--- config.mk ---
export PLATFORM = sky130hd
export DESIGN_NAME = mem_stage_ctrl_flat
export DESIGN_NICKNAME = d
export VERILOG_FILES = /design/src/rtl/mem_stage_if.sv /design/src/rtl/mem_stage_ctrl.sv /design/src/flat_wrapper.sv
export SDC_FILE = /design/constraint.sdc
export NUM_CORES = 1
export LEC_CHECK = 0
export CAP_MARGIN = 20
export CORE_MARGIN = 5
export CORE_UTILIZATION = 55
export CTS_CLUSTER_DIAMETER = 150
export DETAILED_ROUTE_END_ITERATION = 10
export DONT_BUFFER_PORTS = 1
export PLACE_DENSITY_LB_ADDON = 0.15
export SYNTH_ARGS = -nofsm -noshare
export SYNTH_HDL_FRONTEND = slang
export SYNTH_SLANG_ARGS = --single-unit
--- constraint.sdc ---
create_clock -name clk -period 1.8 [get_ports clk]
set_clock_uncertainty 0.15 [all_clocks]
set_input_delay 0.09 -clock clk [delete_from_list [all_inputs] [get_ports clk]]
set_output_delay 0.09 -clock clk [all_outputs]
set_load 0.02 [all_outputs]
--- src/rtl/mem_stage_if.sv ---
// Data-memory request/completion bus between the MEM-stage controller (master)
// and the data memory (slave).
interface mem_stage_if;
  logic        mem_en;
  logic        mem_wr;
  logic [15:0] mem_addr;
  logic [15:0] mem_wdata;
  logic        mem_done;
  logic [15:0] mem_rdata;

  modport master (
    output mem_en, mem_wr, mem_addr, mem_wdata,
    input  mem_done, mem_rdata
  );

  modport slave (
    input  mem_en, mem_wr, mem_addr, mem_wdata,
    output mem_done, mem_rdata
  );
endinterface

--- src/rtl/mem_stage_ctrl.sv ---
// MEM-stage controller: issues one data-memory request per EX/MEM access, stalls the
// pipeline until completion or timeout. Optional macro ALIGN_CHECK_EN rejects odd addresses.
module mem_stage_ctrl #(
  parameter int unsigned TIMEOUT_CYCLES = 15
) (
  input  logic              clk,
  input  logic              rst,
  input  logic              EXMEM_valid,
  input  logic [15:0]       EXMEM_ALU,
  input  logic [15:0]       EXMEM_writeData,
  input  logic              EXMEM_MemRead,
  input  logic              EXMEM_MemWrt,
  mem_stage_if.master       mem,
  output logic [15:0]       MEM_readData,
  output logic              Done_DM,
  output logic              MMEM_err,
  output logic              Stall_DM
);

  localparam logic [1:0] S_IDLE = 2'd0;
  localparam logic [1:0] S_WAIT = 2'd1;
  localparam logic [1:0] S_DONE = 2'd2;

  localparam logic [7:0] TO_LAST = 8'(TIMEOUT_CYCLES - 1);
  localparam logic [7:0] CNT_MAX = 8'hFF;

  logic [1:0]  state_r;
  logic [1:0]  next_state_s;
  logic [7:0]  cnt_r;
  logic        err_r;
  logic        is_load_r;
  logic [15:0] rd_r;

  logic        access_s;
  logic        conflict_s;
  logic        misalign_s;
  logic        timeout_s;
  logic        mem_en_s;
  logic        done_s;
  logic        err_s;
  logic        stall_s;

  assign access_s   = EXMEM_valid & (EXMEM_MemRead | EXMEM_MemWrt);
  assign conflict_s = EXMEM_valid & EXMEM_MemRead & EXMEM_MemWrt;
`ifdef ALIGN_CHECK_EN
  assign misalign_s = access_s & EXMEM_ALU[0];
`else
  assign misalign_s = 1'b0;
`endif
  assign timeout_s  = (cnt_r == TO_LAST);

  // Output decode and next-state selection from current state and inputs.
  always_comb begin
    next_state_s = state_r;
    mem_en_s     = 1'b0;
    done_s       = 1'b0;
    err_s        = 1'b0;
    stall_s      = 1'b0;
    if (!rst) begin
      next_state_s = S_IDLE;
    end else begin
      case (state_r)
        S_IDLE: begin
          if (!access_s) begin
            done_s = 1'b1;
          end else if (conflict_s || misalign_s) begin
            done_s = 1'b1;
            err_s  = 1'b1;
          end else begin
            mem_en_s     = 1'b1;
            stall_s      = 1'b1;
            next_state_s = S_WAIT;
          end
        end
        S_WAIT: begin
          stall_s = 1'b1;
          // Completion beats a coincident timeout.
          if (mem.mem_done || timeout_s) begin
            next_state_s = S_DONE;
          end else begin
            next_state_s = S_WAIT;
          end
        end
        S_DONE: begin
          done_s       = 1'b1;
          err_s        = err_r;
          next_state_s = S_IDLE;
        end
        default: begin
          next_state_s = S_IDLE;
        end
      endcase
    end
  end

  // State, wait counter, error flag and read register.
  always_ff @(posedge clk) begin
    if (!rst) begin
      state_r   <= S_IDLE;
      cnt_r     <= 8'd0;
      err_r     <= 1'b0;
      is_load_r <= 1'b0;
      rd_r      <= 16'h0000;
    end else begin
      state_r <= next_state_s;
      case (state_r)
        S_IDLE: begin
          if (mem_en_s) begin
            cnt_r     <= 8'd0;
            err_r     <= 1'b0;
            is_load_r <= EXMEM_MemRead;
          end else begin
            cnt_r <= cnt_r;
          end
        end
        S_WAIT: begin
          if (cnt_r != CNT_MAX) begin
            cnt_r <= cnt_r + 8'd1;
          end else begin
            cnt_r <= cnt_r;
          end
          if (mem.mem_done) begin
            err_r <= 1'b0;
            if (is_load_r) begin
              rd_r <= mem.mem_rdata;
            end else begin
              rd_r <= rd_r;
            end
          end else if (timeout_s) begin
            err_r <= 1'b1;
          end else begin
            err_r <= err_r;
          end
        end
        S_DONE: begin
          cnt_r <= cnt_r;
        end
        default: begin
          cnt_r <= 8'd0;
        end
      endcase
    end
  end

  assign mem.mem_en    = mem_en_s;
  assign mem.mem_wr    = mem_en_s & EXMEM_MemWrt;
  assign mem.mem_addr  = mem_en_s ? EXMEM_ALU       : 16'h0000;
  assign mem.mem_wdata = mem_en_s ? EXMEM_writeData : 16'h0000;

  assign MEM_readData = rd_r;
  assign Done_DM      = done_s;
  assign MMEM_err     = err_s;
  assign Stall_DM     = stall_s;

endmodule

--- src/flat_wrapper.sv ---
// flat-port wrapper written by rule: the top's interface ports become plain ports
module mem_stage_ctrl_flat 
#(
  parameter int unsigned TIMEOUT_CYCLES = 15
)
  (clk, rst, EXMEM_valid, EXMEM_ALU, EXMEM_writeData, EXMEM_MemRead, EXMEM_MemWrt, MEM_readData, Done_DM, MMEM_err, Stall_DM, mem_mem_en, mem_mem_wr, mem_mem_addr, mem_mem_wdata, mem_mem_done, mem_mem_rdata);
  mem_stage_if mem_i ();
  input  logic clk;
  input  logic rst;
  input  logic EXMEM_valid;
  input  logic [15:0] EXMEM_ALU;
  input  logic [15:0] EXMEM_writeData;
  input  logic EXMEM_MemRead;
  input  logic EXMEM_MemWrt;
  output logic [15:0] MEM_readData;
  output logic Done_DM;
  output logic MMEM_err;
  output logic Stall_DM;
  output wire logic [$bits(mem_i.mem_en)-1:0] mem_mem_en;
  output wire logic [$bits(mem_i.mem_wr)-1:0] mem_mem_wr;
  output wire logic [$bits(mem_i.mem_addr)-1:0] mem_mem_addr;
  output wire logic [$bits(mem_i.mem_wdata)-1:0] mem_mem_wdata;
  input wire logic [$bits(mem_i.mem_done)-1:0] mem_mem_done;
  input wire logic [$bits(mem_i.mem_rdata)-1:0] mem_mem_rdata;
  assign mem_mem_en = mem_i.mem_en;
  assign mem_mem_wr = mem_i.mem_wr;
  assign mem_mem_addr = mem_i.mem_addr;
  assign mem_mem_wdata = mem_i.mem_wdata;
  assign mem_i.mem_done = mem_mem_done;
  assign mem_i.mem_rdata = mem_mem_rdata;
  mem_stage_ctrl #(.TIMEOUT_CYCLES(TIMEOUT_CYCLES)) u_core (.clk(clk), .rst(rst), .EXMEM_valid(EXMEM_valid), .EXMEM_ALU(EXMEM_ALU), .EXMEM_writeData(EXMEM_writeData), .EXMEM_MemRead(EXMEM_MemRead), .EXMEM_MemWrt(EXMEM_MemWrt), .mem(mem_i), .MEM_readData(MEM_readData), .Done_DM(Done_DM), .MMEM_err(MMEM_err), .Stall_DM(Stall_DM));
endmodule
==> impl_metrics.csv <==
group,metric,value,unit
worst_setup_path,crit_fanout,8,
worst_hold_path,hold_depth,2,
sta,slew_headroom,0.614,
run_status,status,"finished, violations left",
worst_setup_path,required,1560,ps
final_layout,layout_commonest_cell,"nand2_1",
pwr,finalPower,1210,uW
synthesis,postSynthCellCount,190,
grt,grt_max_degree,35,
grt,grt_first_pass_wirelength,6.98,mm
pwr,p_seq_frac,0.525,
placed_design,place_congestion,0.835,
routing,first_pass_iters,4,
sta,maxSlewViolCount,0,
worst_setup_path,cp_num_buf_inv,2,
synthesis,synth.net_count,246,
grt,grt_overflow,0,
clock_network,cts_buffers,3,
clock_network,clk_latency,330,ps
floorplan,design.portCount,107,
pwr,switchingPower,326,uW
pwr,leakage,0.000766,uW
final_layout,layout.nets,273,
grt,antenna_found_initial,0,
worst_setup_path,r2r.worst_path.cells,5,
routing,vias_per_cell,5.72,
clock_network,cts.sinks,28,
pwr,clkPwrFrac,0.253,
sta,timing.setup.tns,-2520,ps
worst_setup_path,crit_family,"simple AND/OR/NAND/NOR gates",
grt,grt_pass1_vias,1421,
routing,route.detailed.drc,0,
clock_network,htreeDepth,1,
worst_setup_path,worst_setup_path_end_kind,"primary output",
sta,fin_crit,1900,ps
worst_setup_path,crit_arrival,1660,ps
floorplan,die_w,63.3,microns
sta,worst_slack,-96.5,ps
sta,max_freq,527,MHz
grt,grt_usage,0.214,
worst_setup_path,crit_path_start_kind,"flop",
sta,setup_violations,35,
synthesis,synth_ff_type,"dfxtp_1",
clock_network,clock_path_buffers,2,
synthesis,avgSynthCellArea,8.22,sq um
flow_run,max_cap_violations,0,
floorplan,dieArea,4010,sq um
worst_setup_path,worstSetupPathType,"flop to primary output",
worst_hold_path,hold_path_class,"primary input to flop",
final_layout,drive_above_1_share,0.296,
floorplan,coreArea,2730,sq um
routing,routed_wirelength,4.66,mm
placed_design,dp_hpwl,3.03,mm
worst_setup_path,crit_slowest_cell,"or3_4",
pwr,peakVddDrop,0.565,mV
routing,ant_nets,0,
floorplan,row_count,19,
placed_design,portBuffers,0,
final_layout,final_cell_mix,"nand2_1 (35), and2_4 (33), dfxtp_1 (25), dlygate4sd3_1 (19), a21boi_0 (16)",
clock_network,cts_tree,"done",
synthesis,ys_ff_latch,28,
synthesis,synth_edf_count,0,
pwr,switching_share,0.269,
sta,tightestPinTransition,578,ps
routing,vias,1413,
synthesis,synth-seq-area-share,0.359,
run_status,violations,"setup timing",
pwr,powerDensity,595,nW/um^2
worst_setup_path,cp.depth,5,
sta,grt_setup_unrepaired,"yes",
synthesis,syn_area,1560,sq um
sta,min_period_over_period,1.05,
floorplan,start_util,0.572,
pwr,pwr-share-comb,0.223,
synthesis,async_reset_ff_frac,0,
routing,wl_per_cell,18.9,microns
worst_setup_path,slowest_delay,410,ps
final_layout,insertedDiodeCount,0,
synthesis,synth_cell_types,37,
clock_network,path_clk_slew,150,ps
sta,final_hold_viol_count,0,
pwr,intPower,888,uW
worst_setup_path,crit_chain,"nand2b_4, or3_4, inv_8, clkbuf_16, and2_4",
routing,drt_iter0_markers,48,
floorplan,die_h,63.3,microns
clock_network,ctsRootBufferMaster,"clkbuf_4",
synthesis,yosysWarnings,0,
final_layout,area.growth.synth_to_final,30.5,%
-- logic make-up after synthesis --
family,share of synthesized area
adders and majority gates,0.0160
AOI/OAI and AO/OA,0.215
DFF,0.359
and+or+nand+nor,0.322
xor gates and xnor gates,0.00561
muxes,0.0384
buffers and inverters,0.0440
-- through the flow --
stage	setup slack [ps]	instance area, sq um	instances	hold slack [ps]	utilization
finish	-96.5	2040	247	18.1	0.746
floorplan	41.1	1560	190	84.9	-
detailed placement	41.0	1620	219	81.1	0.594
global route	-154	2040	247	34.2	0.746
CTS	-112	1900	243	32.9	0.695
global placement	64.8	1620	219	78.1	0.594
-- synth_stat cells (2+ instances only) --
master | number | area [sq um]
a211o_1 | 2 | 17.5
a21boi_0 | 16 | 120
a21boi_1 | 2 | 15.0
a21oi_1 | 5 | 25.0
and2_1 | 36 | 225
and3_1 | 4 | 25.0
clkbuf_1 | 5 | 18.8
clkbuf_2 | 3 | 15.0
dfxtp_1 | 28 | 561
ha_1 | 2 | 25.0
inv_1 | 3 | 11.3
mux2i_1 | 6 | 60.1
nand2_1 | 35 | 131
nand2b_1 | 2 | 12.5
nand3_1 | 6 | 30.0
nor2_1 | 2 | 7.51
nor2b_1 | 3 | 18.8
o21ai_0 | 8 | 40.0
o21bai_1 | 4 | 30.0
-- registers in the layout, summed over array words and instances (netlist names) --
register,flops
u_core.MEM_readData,16
u_core.cnt_r,8
u_core.state_r,2
u_core.err_r,1
u_core.is_load_r,1
-- final cells by class --
class | instances | area (sq um)
multi-input cells | 148 | 1030
flip-flops and latches | 28 | 564
well taps | 31 | 38.8
inverters | 3 | 18.8
clock buffers | 4 | 36.3
fillers | 193 | 694
repair buffers | 33 | 354
-- per-layer routing --
| metal | wire length (microns) | global-route usage | vias up | part of all wire |
|---|---|---|---|---|
| met3 | 345 | 0.0551 | 10 | 0.074 |
| met2 | 2420 | 0.371 | 65 | 0.52 |
| li1 | - | - | 697 | - |
| met4 | 112 | 0.0883 | 0 | 0.024 |
| met1 | 1790 | 0.248 | 641 | 0.38 |
| met5 | 0 | 0 | - | 0 |
-- power by group through the flow --
stage | clock network [uW] | logic [uW] | registers, uW
after floorplan | 0 | 142 | 653
after global placement | 0 | 173 | 649
after detailed placement | 0 | 176 | 650
after CTS | 316 | 224 | 637
after global routing | 338 | 289 | 639
final | 307 | 270 | 637
-- path summary, 6_finish.rpt --
path                                   startpoint           endpoint  slack [ps]
worst min register to register    u_core.cnt_r[1]    u_core.cnt_r[1]         370
worst max register to register  u_core.state_r[0]   u_core.is_load_r         -10
worst min-delay path                          rst  u_core.state_r[1]          20
worst max-delay path            u_core.state_r[1]   mem_mem_wdata[7]        -100
-- repair_timing --
item	CTS	global route
gates resized for setup	34	43
hold endpoints to repair	22	0
endpoints found under the setup margin	34	48
buffers inserted	1	0
gates cloned	0	4
hold buffers	19	0
pin swaps	1	27
Note: power is estimated with default switching activity, not from simulation.
